$ cat config.mk
export PLATFORM = sky130hd
export DESIGN_NAME = env_gen_poly
export DESIGN_NICKNAME = d
export VERILOG_FILES = /design/src/rtl/env_gen_pkg.sv /design/src/rtl/env_voice.sv /design/src/rtl/env_gen_poly.sv
export SDC_FILE = /design/constraint.sdc
export NUM_CORES = 1
export LEC_CHECK = 0
export BUFFER_PORTS_ARGS = -buffer_cell sky130_fd_sc_hd__buf_2
export CORE_MARGIN = 4
export CORE_UTILIZATION = 45
export DETAILED_ROUTE_END_ITERATION = 8
export PLACE_DENSITY = 0.69
export SLEW_MARGIN = 20
export SYNTH_ARGS = -nofsm -noshare
export SYNTH_HDL_FRONTEND = slang
export SYNTH_HIERARCHICAL = 1
export SYNTH_SLANG_ARGS = --single-unit
$ cat constraint.sdc
create_clock -name CLK -period 4.8 [get_ports CLK]
set_input_delay 0.72 -clock CLK [delete_from_list [all_inputs] [get_ports CLK]]
set_output_delay 0.72 -clock CLK [all_outputs]
set_load 0.02 [all_outputs]
$ cat src/rtl/env_gen_pkg.sv
// env_gen_pkg: shared types for the polyphonic ADSR envelope generator.
//   stage_e : 3-bit stage code driven on the STAGE output of each voice.
package env_gen_pkg;

  localparam int STAGE_W = 3;

  typedef enum logic [STAGE_W-1:0] {
    ST_IDLE    = 3'd0,
    ST_ATTACK  = 3'd1,
    ST_DECAY   = 3'd2,
    ST_SUSTAIN = 3'd3,
    ST_RELEASE = 3'd4
  } stage_e;

endpackage

$ cat src/rtl/env_voice.sv
// env_voice: one ADSR envelope voice.
//   clk, rst_n      : system clock, async active-low reset
//   locked          : enable; low freezes every register in the voice
//   tick            : shared rate tick from the prescaler
//   gate            : note gate for this voice
//   attack/decay/rel_rate : ticks per step minus one, sampled live
//   sustain         : live sustain level
//   env, stage, active : registered level, stage code, stage != IDLE
module env_voice
  import env_gen_pkg::*;
#(
  parameter int ENV_W  = 8,
  parameter int RATE_W = 16
) (
  input  logic              clk,
  input  logic              rst_n,
  input  logic              locked,
  input  logic              tick,
  input  logic              gate,
  input  logic [RATE_W-1:0] attack,
  input  logic [RATE_W-1:0] decay,
  input  logic [RATE_W-1:0] rel_rate,
  input  logic [ENV_W-1:0]  sustain,
  output logic [ENV_W-1:0]  env,
  output logic [2:0]        stage,
  output logic              active
);

  localparam logic [ENV_W-1:0] ENV_MAX = '1;

  stage_e            st;
  logic [RATE_W-1:0] cnt;
  logic [RATE_W-1:0] rate;
  logic              gate_q;
  logic              rise;
  logic              fall;
  logic              step;
  logic              gated_stage;
  logic              retrig_stage;

  // Rate of whichever stage is running; rates are not latched at entry.
  always_comb begin
    rate = '0;
    case (st)
      ST_ATTACK:  rate = attack;
      ST_DECAY:   rate = decay;
      ST_RELEASE: rate = rel_rate;
      default:    rate = '0;
    endcase
  end

  assign rise         = gate & ~gate_q;
  assign fall         = ~gate & gate_q;
  assign step         = tick && (cnt == rate);
  assign gated_stage  = (st == ST_ATTACK) || (st == ST_DECAY) || (st == ST_SUSTAIN);
  assign retrig_stage = (st == ST_IDLE) || (st == ST_RELEASE);
  assign stage        = st;

  always_ff @(posedge clk or negedge rst_n) begin
    if (!rst_n) begin
      st     <= ST_IDLE;
      env    <= '0;
      cnt    <= '0;
      gate_q <= 1'b0;
      active <= 1'b0;
    end else if (locked) begin
      gate_q <= gate;
      if (fall && gated_stage) begin
        // A fall at level 0 (e.g. sustain of 0) has nothing to release.
        st     <= (env == '0) ? ST_IDLE : ST_RELEASE;
        active <= (env != '0);
        cnt    <= '0;
      end else if (rise && retrig_stage) begin
        // Retrigger keeps the current level so there is no click.
        st     <= ST_ATTACK;
        active <= 1'b1;
        cnt    <= '0;
      end else begin
        case (st)
          ST_ATTACK: begin
            if (env == ENV_MAX) begin
              st  <= ST_DECAY;
              cnt <= '0;
            end else if (step) begin
              env <= env + 1'b1;
              cnt <= '0;
            end else if (tick) begin
              cnt <= cnt + 1'b1;
            end
          end
          ST_DECAY: begin
            if (env <= sustain) begin
              st  <= ST_SUSTAIN;
              env <= sustain;
              cnt <= '0;
            end else if (step) begin
              env <= env - 1'b1;
              cnt <= '0;
            end else if (tick) begin
              cnt <= cnt + 1'b1;
            end
          end
          ST_SUSTAIN: env <= sustain;
          ST_RELEASE: begin
            if (env == '0) begin
              st     <= ST_IDLE;
              active <= 1'b0;
              cnt    <= '0;
            end else if (step) begin
              env <= env - 1'b1;
              cnt <= '0;
            end else if (tick) begin
              cnt <= cnt + 1'b1;
            end
          end
          default: env <= '0;
        endcase
      end
    end
  end

endmodule

$ cat src/rtl/env_gen_poly.sv
// env_gen_poly: N_VOICES ADSR envelopes sharing one set of controls and
// one rate prescaler.
//   CLK, RST_N  : system clock, async active-low reset
//   LOCKED      : clock-valid enable; low freezes prescaler and all voices
//   GATE        : per-voice note gate
//   ATTACK, DECAY, RELEASE : ticks per step minus one
//   SUSTAIN     : sustain level
//   ENV         : packed levels, voice v at [v*ENV_W +: ENV_W]
//   STAGE       : packed 3-bit stage codes, voice v at [v*3 +: 3]
//   ACTIVE      : per-voice stage != IDLE
module env_gen_poly
  import env_gen_pkg::*;
#(
  parameter int N_VOICES = 4,
  parameter int ENV_W    = 8,
  parameter int RATE_W   = 16,
  parameter int PRESCALE = 16
) (
  input  logic                        CLK,
  input  logic                        RST_N,
  input  logic                        LOCKED,
  input  logic [N_VOICES-1:0]         GATE,
  input  logic [RATE_W-1:0]           ATTACK,
  input  logic [RATE_W-1:0]           DECAY,
  input  logic [ENV_W-1:0]            SUSTAIN,
  input  logic [RATE_W-1:0]           RELEASE,
  output logic [N_VOICES*ENV_W-1:0]   ENV,
  output logic [N_VOICES*STAGE_W-1:0] STAGE,
  output logic [N_VOICES-1:0]         ACTIVE
);

  // PRESCALE of 1 still needs a 1-bit counter; it simply never leaves 0.
  localparam int PW = (PRESCALE > 1) ? $clog2(PRESCALE) : 1;
  localparam logic [PW-1:0] P_LAST = PW'(PRESCALE - 1);

  logic [PW-1:0] pcnt;
  logic          tick;

  logic [N_VOICES-1:0][ENV_W-1:0]   env_l;
  logic [N_VOICES-1:0][STAGE_W-1:0] stage_l;

  assign tick = LOCKED && (pcnt == P_LAST);

  always_ff @(posedge CLK or negedge RST_N) begin
    if (!RST_N)      pcnt <= '0;
    else if (LOCKED) pcnt <= (pcnt == P_LAST) ? '0 : pcnt + 1'b1;
  end

  for (genvar v = 0; v < N_VOICES; v++) begin : g_voice
    env_voice #(
      .ENV_W  (ENV_W),
      .RATE_W (RATE_W)
    ) u_voice (
      .clk      (CLK),
      .rst_n    (RST_N),
      .locked   (LOCKED),
      .tick     (tick),
      .gate     (GATE[v]),
      .attack   (ATTACK),
      .decay    (DECAY),
      .rel_rate (RELEASE),
      .sustain  (SUSTAIN),
      .env      (env_l[v]),
      .stage    (stage_l[v]),
      .active   (ACTIVE[v])
    );
  end

  assign ENV   = env_l;
  assign STAGE = stage_l;

endmodule

# Word level (Yosys, flattened, before mapping)
# Index checks and enable logic that the tools add are counted.
# totals
input_bits	63
output_inout_bits	48
reg_bits	120
# classes
eq_ne	49
reduce_logical	65
bitwise	24
n_addsub	13
muxes	105
order_cmp	4
# ops
op	n
2-to-1 mux 16 bit	28
case mux 16 bit (3 select lines)	8
2-to-1 mux 8 bit	20
case mux 8 bit (4 select lines)	4
2-to-1 mux 3 bit	24
adder 16 x 1 -> 16 bit (second input constant)	4
equality test 16 bit	4
!= test 4 bit (second input constant)	12
case mux 3 bit (3 select lines)	4
adder 8 x 1 -> 8 bit (second input constant)	4
equality test 8 bit (second input constant)	4
<= comparator 8 bit	4
logical NOT 8 bit	4
nonzero test 8 bit	4
subtractor 8 x 1 -> 8 bit (second input constant)	4
equality test 3 x 2 -> 1 bit (second input constant)	8
AND reduction 6 bit	4
nonzero test 3 bit	8
AND reduction 5 bit	4
nonzero test 5 bit	4
2-to-1 mux 1 bit	16
!= test 2 bit (second input constant)	8
NOT 1 bit	16
logical AND 1 bit	13
11 further kinds	47

# Logic depth before layout (Yosys ltp)
# Gate-level depths: netlist of the first run.
# depth
word_depth	9
mapped_depth	12
mapped_depth_nobuf	10

# Hierarchy
# The synthesis of the first run kept the hierarchy.
# modules_own_cells
module	n_inst	area_each_um2	cells_per_inst
env_voice at g_voice[2].u_voice	1	3061.7	361
env_voice at g_voice[3].u_voice	1	3051.7	344
env_voice at g_voice[1].u_voice	1	3001.6	350
env_voice at g_voice[0].u_voice	1	2847.7	331
env_gen_poly	1	193.9	16

# Least setup slack after synthesis of the first run
# Ideal clock, no wire load.
# synth_path
path_kind	input to register
from	in ATTACK[11]
to	reg g_voice[1].u_voice.env[2]
cell_stages	8
required_time_ns	4.679
setup_slack_ns	1.722
t_arrival_ns	2.957
path_buffers	0
cell_sequence	or4bb_1 -> and4_1 -> nor4_1 -> or3b_1 -> nor4_4 -> o2bb2ai_1 -> o21ai_0 -> a22o_1
# synth_via
elab_chain_cells	6
# synth_rtl
element	line_no	text
start, declared	env_gen_poly.sv:23	input logic [RATE_W-1:0] ATTACK,
case mux 16 bit (3 select lines) (*)	env_voice.sv:44	case (st)
equality test 16 bit (*)	env_voice.sv:54	assign step = tick && (cnt == rate);
logical AND 1 bit (*)	env_voice.sv:54	
2-to-1 mux 8 bit	--	
2-to-1 mux 8 bit (on tied branches)	--	
case mux 8 bit (4 select lines)	--	
end signal, assigned	env_voice.sv:85	env <= env + 1'b1;
end signal, assigned	env_voice.sv:94	env <= sustain;
end signal, assigned	env_voice.sv:97	env <= env - 1'b1;
end, declared	env_voice.sv:24	output logic [ENV_W-1:0] env,
# Every way passes the cells marked *; elsewhere a longest branch is shown, timed or not. The select of a mux whose other input is x is not followed.
# A chain may end at the register's enable or synchronous reset.

# Worst setup path after layout of the first run
# layout_path
from	reg g_voice[0].u_voice.st[0]
to	reg g_voice[0].u_voice.env[6]
# layout_via
elab_chain_cells	7
# layout_rtl
element	line_no	text
start, declared	env_voice.sv:31	stage_e st;
start signal, assigned	env_voice.sv:70	st <= (env == '0) ? ST_IDLE : ST_RELEASE;
equality test 3 bit, or another cell as far along	env_voice.sv:44, env_voice.sv:56, env_voice.sv:79	
case mux 16 bit (3 select lines)	env_voice.sv:44	
equality test 16 bit	env_voice.sv:54	
logical AND 1 bit	env_voice.sv:54	
2-to-1 mux 8 bit	--	
2-to-1 mux 8 bit (on tied branches)	--	
case mux 8 bit (4 select lines)	env_voice.sv:79	case (st)
end signal, assigned	env_voice.sv:85	
end signal, assigned	env_voice.sv:94	
end signal, assigned	env_voice.sv:97	
end, declared	env_voice.sv:24	
# Several ways; a longest one is shown, not always the timed one. The select of a mux whose other input is x is not followed.

==> reports/qor.csv, run 1 <==
metric;value;unit
cell accounting for the most synthesized area;dfrtp_1;
share of cells above drive strength 1;15.6;%
Fill cells;2422;
Final Cycle Share;77.0;%
post-CTS sizing;0;
Gate Count Post-Synth;1402;
Main synth FF type;dfrtp_1;
DRT iter0 DRCs;1301;
initial antenna violation count;0;
# DRC;0;
final non-filler cell total;1817;
top-area cell type share of the netlist area;24.7;%
most common cell after layout, fill and taps aside;nor2_1;
DR WL/cell;21.9;µm
max_cap viols;0;
vias per inst;6.49;
CP endpoint kind;flip-flop;
Post-synth EDFFs;0;
r2r setup slk;1.10;ns
post-layout min period;3.70;ns
critical path class;reg2reg;
Max Clock Freq;271;MHz
most frequent cells in the layout;nor2_1, dfrtp_1, buf_2;
Reg area;0.00300;mm²
post-synthesis sequential area ratio;24.7;%
first-pass GRT wire length;61900;µm
core area;0.0264;mm²
Critical Path Fanout Max;29;
Layout Skew;0.0124;ns
grt ovf;0;
TNS Setup;0;ns
ANT nets after route;0;
CTS Sinks;120;
Mapped Area;0.0122;mm²
WP data required;5.11;ns
hold_buf cts;0;
CP top delay family;simple AND/OR/NAND/NOR gates;
Worst Tran Pin Value;0.904;ns
die width;172;µm
Synth Net Count;1511;
Final Max Slew Viols;0;
number of global-route vias before repair;11000;
status;complete, no violations;
row cnt;59;
nets;1578;
htree depth;4;
post-CTS setup buffers;0;
CP peak stage delay;0.92;ns
P&R area growth vs syn;10.8;%
Port Buffer Count;110;
Die Ht;172;µm
GPL Wtd Cong;0.924;
worst r2r src;g_voice[0].u_voice/stage[0];
CTS tree;yes;
slowest CP cell;dfrtp_1;
Starting Density;46.1;%
dpl ws;1.09;ns
CP Cell Sequence;nor3b_4 -> a221oi_1 -> xnor2_1 -> nor4_2 -> and4_1 -> a31oi_4 -> o21bai_1 -> a22o_1;
Synth cell types;98;
drt pass-1 iters;6;
Multi-input gate area;0.00846;mm²
crit path DAT;4.01;ns
post-layout util;51.1;%
CP Launch Point;g_voice[0].u_voice/stage[0];
Routed Wire Length;39800;µm
n_diodes;0;
IO Pins;111;
vias;11800;
worst skew pair latency;0.43;ns
r2r endpoint;g_voice[0].u_voice/env[6];
synthesis warning total;6;
Post-DP HPWL;28800;µm
Longest Clk Path Bufs;2;
Setup crit start kind;flip-flop;
CTS buffer count;17;
Die ar.;0.0297;mm²
Hold Vio Cnt, Final;0;
Power Density;524;mW/mm²
register bit count reported by yosys;120;
hold crit path type;in2async;
final setup margin;1.10;ns
Peak VDD IR;300;µV
largest cells by area after synthesis;dfrtp_1, xnor2_1, ha_1;
largest net degree at the start of global routing;76;
fraction of registers with async set/reset;100;%
Mean Syn Cell Area;8.67;µm²
worst path bufs/invs;0;
Slew Limit Headroom;39.7;%
RSZ-0062 raised after global routing;false;
Root Buffer Master;clkbuf_16;
GRT Total Usage;26.4;%
dpl cells;1785;
Leak Pwr;5.80;nW
path depth of the worst reg2reg path;8;
clock-pin transition on the worst setup and hold timing paths;0.06;ns
final setup fails;0;
Power, Total;0.00706;W
worst max path at each step:
stage / to / slack (ns) / cells after the start
floorplan: g_voice[1].u_voice/env[2] / 1.72 / 8
global placement: g_voice[0].u_voice/env[2] / 1.11 / 8
detailed placement: g_voice[1].u_voice/cnt[2] / 1.09 / 8
CTS: g_voice[1].u_voice/cnt[12] / 1.14 / 7
global route: g_voice[3].u_voice/env[0] / 0.87 / 9
finish: g_voice[0].u_voice/env[6] / 1.10 / 8
logic make-up after synthesis:
group,Yosys count,share of synthesized area [%]
simple gates,637,34.8
compound gates,303,19.2
buf+inv,150,5.69
xor+xnor,123,8.86
flops,120,24.7
fa+ha+maj,46,4.73
mux,23,2.04
sequential cells by signal, summed over array words and instances (netlist names):
| signal | cells |
|---|---|
| g_voice.u_voice/active | 4 |
| g_voice.u_voice/cnt | 64 |
| g_voice.u_voice/stage | 12 |
| pcnt | 4 |
| g_voice.u_voice/env | 32 |
| g_voice.u_voice/gate_q | 4 |
cell usage after synthesis (29+ instances only):
cell	number
xnor2_1	87
nand2_1	67
clkbuf_1	38
or4bb_1	36
ha_1	46
nor2_1	124
dfrtp_1	120
nand3_1	37
and2_1	43
xor2_1	36
a21oi_1	33
nor3_1	32
nor4bb_1	35
a22o_1	39
nor2b_1	39
inv_1	65
and4_1	29
power breakdown:
group / switching, W / leakage (nW) / total (W) / internal, W
Sequential: 0.000593 / 1.61 / 0.00179 / 0.00120
Combinational: 0.00225 / 3.91 / 0.00392 / 0.00167
Clock: 0.000514 / 0.290 / 0.00135 / 0.000836
Total: 0.00335 / 5.80 / 0.00706 / 0.00371
worst register-to-register path, cell delays in order, from the launching register on:
cell and delay [ns]:
dfrtp_1 0.92, nor3b_4 0.75, a221oi_1 0.23, xnor2_1 0.18, nor4_2 0.40, and4_1 0.46
a31oi_4 0.21, o21bai_1 0.20, a22o_1 0.23
per-stage QoR:
| step | hold WS [ns] | cell area, µm² |
|---|---|---|
| floorplan | 0.424 | 12200 |
| global placement | 0.507 | 12800 |
| detailed placement | 0.519 | 12900 |
| CTS | 0.499 | 13500 |
| global route | 0.373 | 13500 |
| finish | 0.331 | 13500 |
layout make-up:
cell class | count | area share, %
timing repair buffer | 132 | 5.36
clock buffer | 19 | 3.29
multi-input combinational | 1132 | 62.8
tap | 335 | 3.11
inverter | 66 | 1.84
sequential | 120 | 22.3
clock inverter | 13 | 1.29
routing by layer:
metal / GRT usage (%) / part of all wire (%) / vias up
met1: 33.3 / 39 / 5655
met4: 11.6 / 4.9 / 0
met5: 0 / 0 / -
li1: - / - / 5448
met2: 44.1 / 48 / 543
met3: 4.76 / 7.9 / 152
No activity file was read; power rests on OpenSTA's default activity.
==> run 2, diff against run 1 <==
--- a/config.mk
+++ b/config.mk
@@ -5,11 +5,12 @@
 export SDC_FILE = /design/constraint.sdc
 export NUM_CORES = 1
 export LEC_CHECK = 0
+export ABC_AREA = 1
 export BUFFER_PORTS_ARGS = -buffer_cell sky130_fd_sc_hd__buf_2
 export CORE_MARGIN = 4
 export CORE_UTILIZATION = 45
 export DETAILED_ROUTE_END_ITERATION = 8
-export PLACE_DENSITY = 0.69
+export PLACE_DENSITY = 0.72
 export SLEW_MARGIN = 20
 export SYNTH_ARGS = -nofsm -noshare
 export SYNTH_HDL_FRONTEND = slang
==> constraint.sdc (replaced) <==
create_clock -name CLK -period 3.4 [get_ports CLK]
set_input_delay 0.51 -clock CLK [delete_from_list [all_inputs] [get_ports CLK]]
set_output_delay 0.51 -clock CLK [all_outputs]
set_load 0.02 [all_outputs]
==> run 2 against run 1 <==
- combinational power decreased by 26%
- via count rose by 17%
- core utilization rose by 0.24 points
- clock power up 48%
- first-iteration DRC count up 46%
- critical path type unchanged
- power shrank 3.7%
- sequential cell count is the same
- highest routed layer unchanged
- clock skew shrank 0.0044 ns
- hold slack got worse by 0.28 ns
- sequential power grew 5%
==> reports/qor.csv, run 2 <==
metric;value;unit
cell accounting for the most synthesized area;dfrtp_1;
post-CTS sizing;0;
Routed Wire Length;44200;µm
top-count cell post-synth;nand2_1;
Final Max Slew Viols;0;
crit path DAT;3.31;ns
Root Buffer Master;clkbuf_16;
Die ar.;0.0294;mm²
initial antenna violation count;0;
top-area cell type share of the netlist area;25.0;%
nets;2079;
max FFs per register;64;
Setup crit start kind;flip-flop;
status;complete, no violations;
largest family of logic cells by synthesized area;simple AND/OR/NAND/NOR gates;
Multi-input gate area;0.00769;mm²
slowest CP cell;dfrtp_1;
CP endpoint kind;flip-flop;
register bit count reported by yosys;120;
fraction of registers with async set/reset;100;%
Power Internal;0.00380;W
share of cells above drive strength 1;12.5;%
synthesized-area fraction occupied by xor and xnor cells;4.23;%
DRT iter0 DRCs;1905;
top post-synthesis cells by count;nand2_1, nand3_1, inv_1;
GPL Wtd Cong;0.954;
post-CTS setup buffers;0;
Mapped Area;0.0120;mm²
Peak VDD IR;448;µV
Synth cell types;53;
most common cell after layout, fill and taps aside;nand2_1;
TNS Setup;0;ns
core area;0.0261;mm²
CP peak stage delay;0.81;ns
row cnt;59;
hold crit path type;in2async;
number of global-route vias before repair;12500;
die width;171;µm
final setup margin;0.397;ns
post-synthesis sequential area ratio;25.0;%
largest net degree at the start of global routing;60;
simple-gate share of the synthesized area;45.1;%
Mean Syn Cell Area;6.42;µm²
dpl ws;0.455;ns
hold_buf cts;0;
Max Clock Freq;333;MHz
Leak Pwr;6.91;nW
Top reg by flops;g_voice.u_voice/cnt;
CP Cell Sequence;inv_2 -> nor3_4 -> nand2_1 -> nand3_1 -> nand2_1 -> nand2_1 -> nand2_1 -> nor2_1 -> nand2_2 -> nor2_8 -> nand2_4 -> nand2_2 -> nand2_1 -> o21ai_0 -> a21oi_1;
Slew Limit Headroom;48.4;%
sequential share of power;27.6;%
first-pass GRT wire length;68600;µm
Starting Density;46.0;%
Layout Skew;0.00801;ns
Main synth FF type;dfrtp_1;
vias per inst;5.97;
worst path bufs/invs;1;
Compound-Gate Fraction of Synth Area;9.91;%
GRT Total Usage;29.6;%
Worst Tran Pin Value;0.765;ns
Gate Count Post-Synth;1870;
CTS buffer count;17;
Port Buffer Count;110;
vias;13800;
htree depth;4;
worst skew pair latency;0.42;ns
post-layout min period;3.00;ns
post-synthesis mux area share;0;%
Critical Path Fanout Max;16;
critical path class;reg2reg;
Comb pwr share;43.0;%
Psw;0.00300;W
Synth Net Count;1979;
Post-DP HPWL;32600;µm
CTS tree;yes;
IO Pins;111;
Die Ht;171;µm
CP top delay family;simple AND/OR/NAND/NOR gates;
ANT nets after route;0;
most frequent cells in the layout;nand2_1, nand3_1, inv_1;
largest cells by area after synthesis;dfrtp_1, nand2_1, nand3_1;
Fill cells;2664;
clock-pin transition on the worst setup and hold timing paths;0.06;ns
Hold Vio Cnt, Final;0;
Power Density;506;mW/mm²
synthesis warning total;6;
Reg area;0.00300;mm²
Power, Total;0.00680;W
RSZ-0062 raised after global routing;false;
drt pass-1 iters;8;
# DRC;0;
WP data required;3.70;ns
max_cap viols;0;
part of the power in the clock network;29.4;%
Sw Share;44.1;%
Post-synth EDFFs;0;
P&R area growth vs syn;11.7;%
Final Cycle Share;88.3;%
CP dominant cell by count;nand2_1;
final setup fails;0;
Adder-Cell Fraction of Synth Area;4.79;%
CTS Sinks;120;
Longest Clk Path Bufs;2;
n_diodes;0;
DR WL/cell;19.1;µm
grt ovf;0;
[run 2: path summary, 6_finish.rpt]
check                                       startpoint                    endpoint  slack, ns  depth (start not counted)
setup / recovery           g_voice[1].u_voice/stage[1]  g_voice[1].u_voice/cnt[14]       0.40                         15
hold / removal                                   RST_N   g_voice[2].u_voice/env[3]       0.05                          1
setup reg to reg           g_voice[1].u_voice/stage[1]  g_voice[1].u_voice/cnt[14]       0.40                         15
hold reg to reg              g_voice[3].u_voice/active   g_voice[3].u_voice/active       0.49                          1
max in group asynchronous                        RST_N   g_voice[3].u_voice/cnt[4]       2.55                          2
min in group CLK                               GATE[2]   g_voice[2].u_voice/gate_q       0.33                          3
[run 2: layer usage]
layer	global-route usage, %	up-vias	wire [µm]
li1	-	6483	-
met1	42.1	6404	18400
met5	0	-	0
met4	11.2	0	1730
met2	44.9	814	18900
met3	5.26	134	5140
[run 2: power groups by stage]
stage                     clock network, W  logic, W  registers [W]
after floorplan                          0   0.00204        0.00190
after global placement                   0   0.00280        0.00189
after detailed placement                 0   0.00285        0.00189
after CTS                          0.00203   0.00287        0.00187
after global routing               0.00209   0.00324        0.00190
final                              0.00200   0.00292        0.00188
[run 2: kinds of logic after synthesis]
kind of cell,count (synthesis)
AND/OR/NAND/NOR,1139
buffers and inverters,295
AO/OA/AOI/OAI,212
flip-flops,120
XOR/XNOR,58
adder cells (fa/ha/maj),46
[run 2: per-stage QoR]
stage	instance area, µm²	hold WS, ns	utilization (%)	instances
after global routing	13400	0.0817	51.4	2317
after floorplan	12000	0.214	-	1870
after CTS	13400	0.0542	51.4	2317
after global placement	12800	0.482	49.0	2286
after detailed placement	12800	0.479	49.0	2286
final	13400	0.0511	51.4	2317
[run 2: final cells by class]
class,instances,share of cell area (%)
Timing Repair Buffer,132,5.44
Sequential cell,120,22.4
Inverter,244,7.04
Clock inverter,8,1.06
Tap cell,335,3.12
Multi-Input combinational cell,1455,57.3
Clock buffer,23,3.64
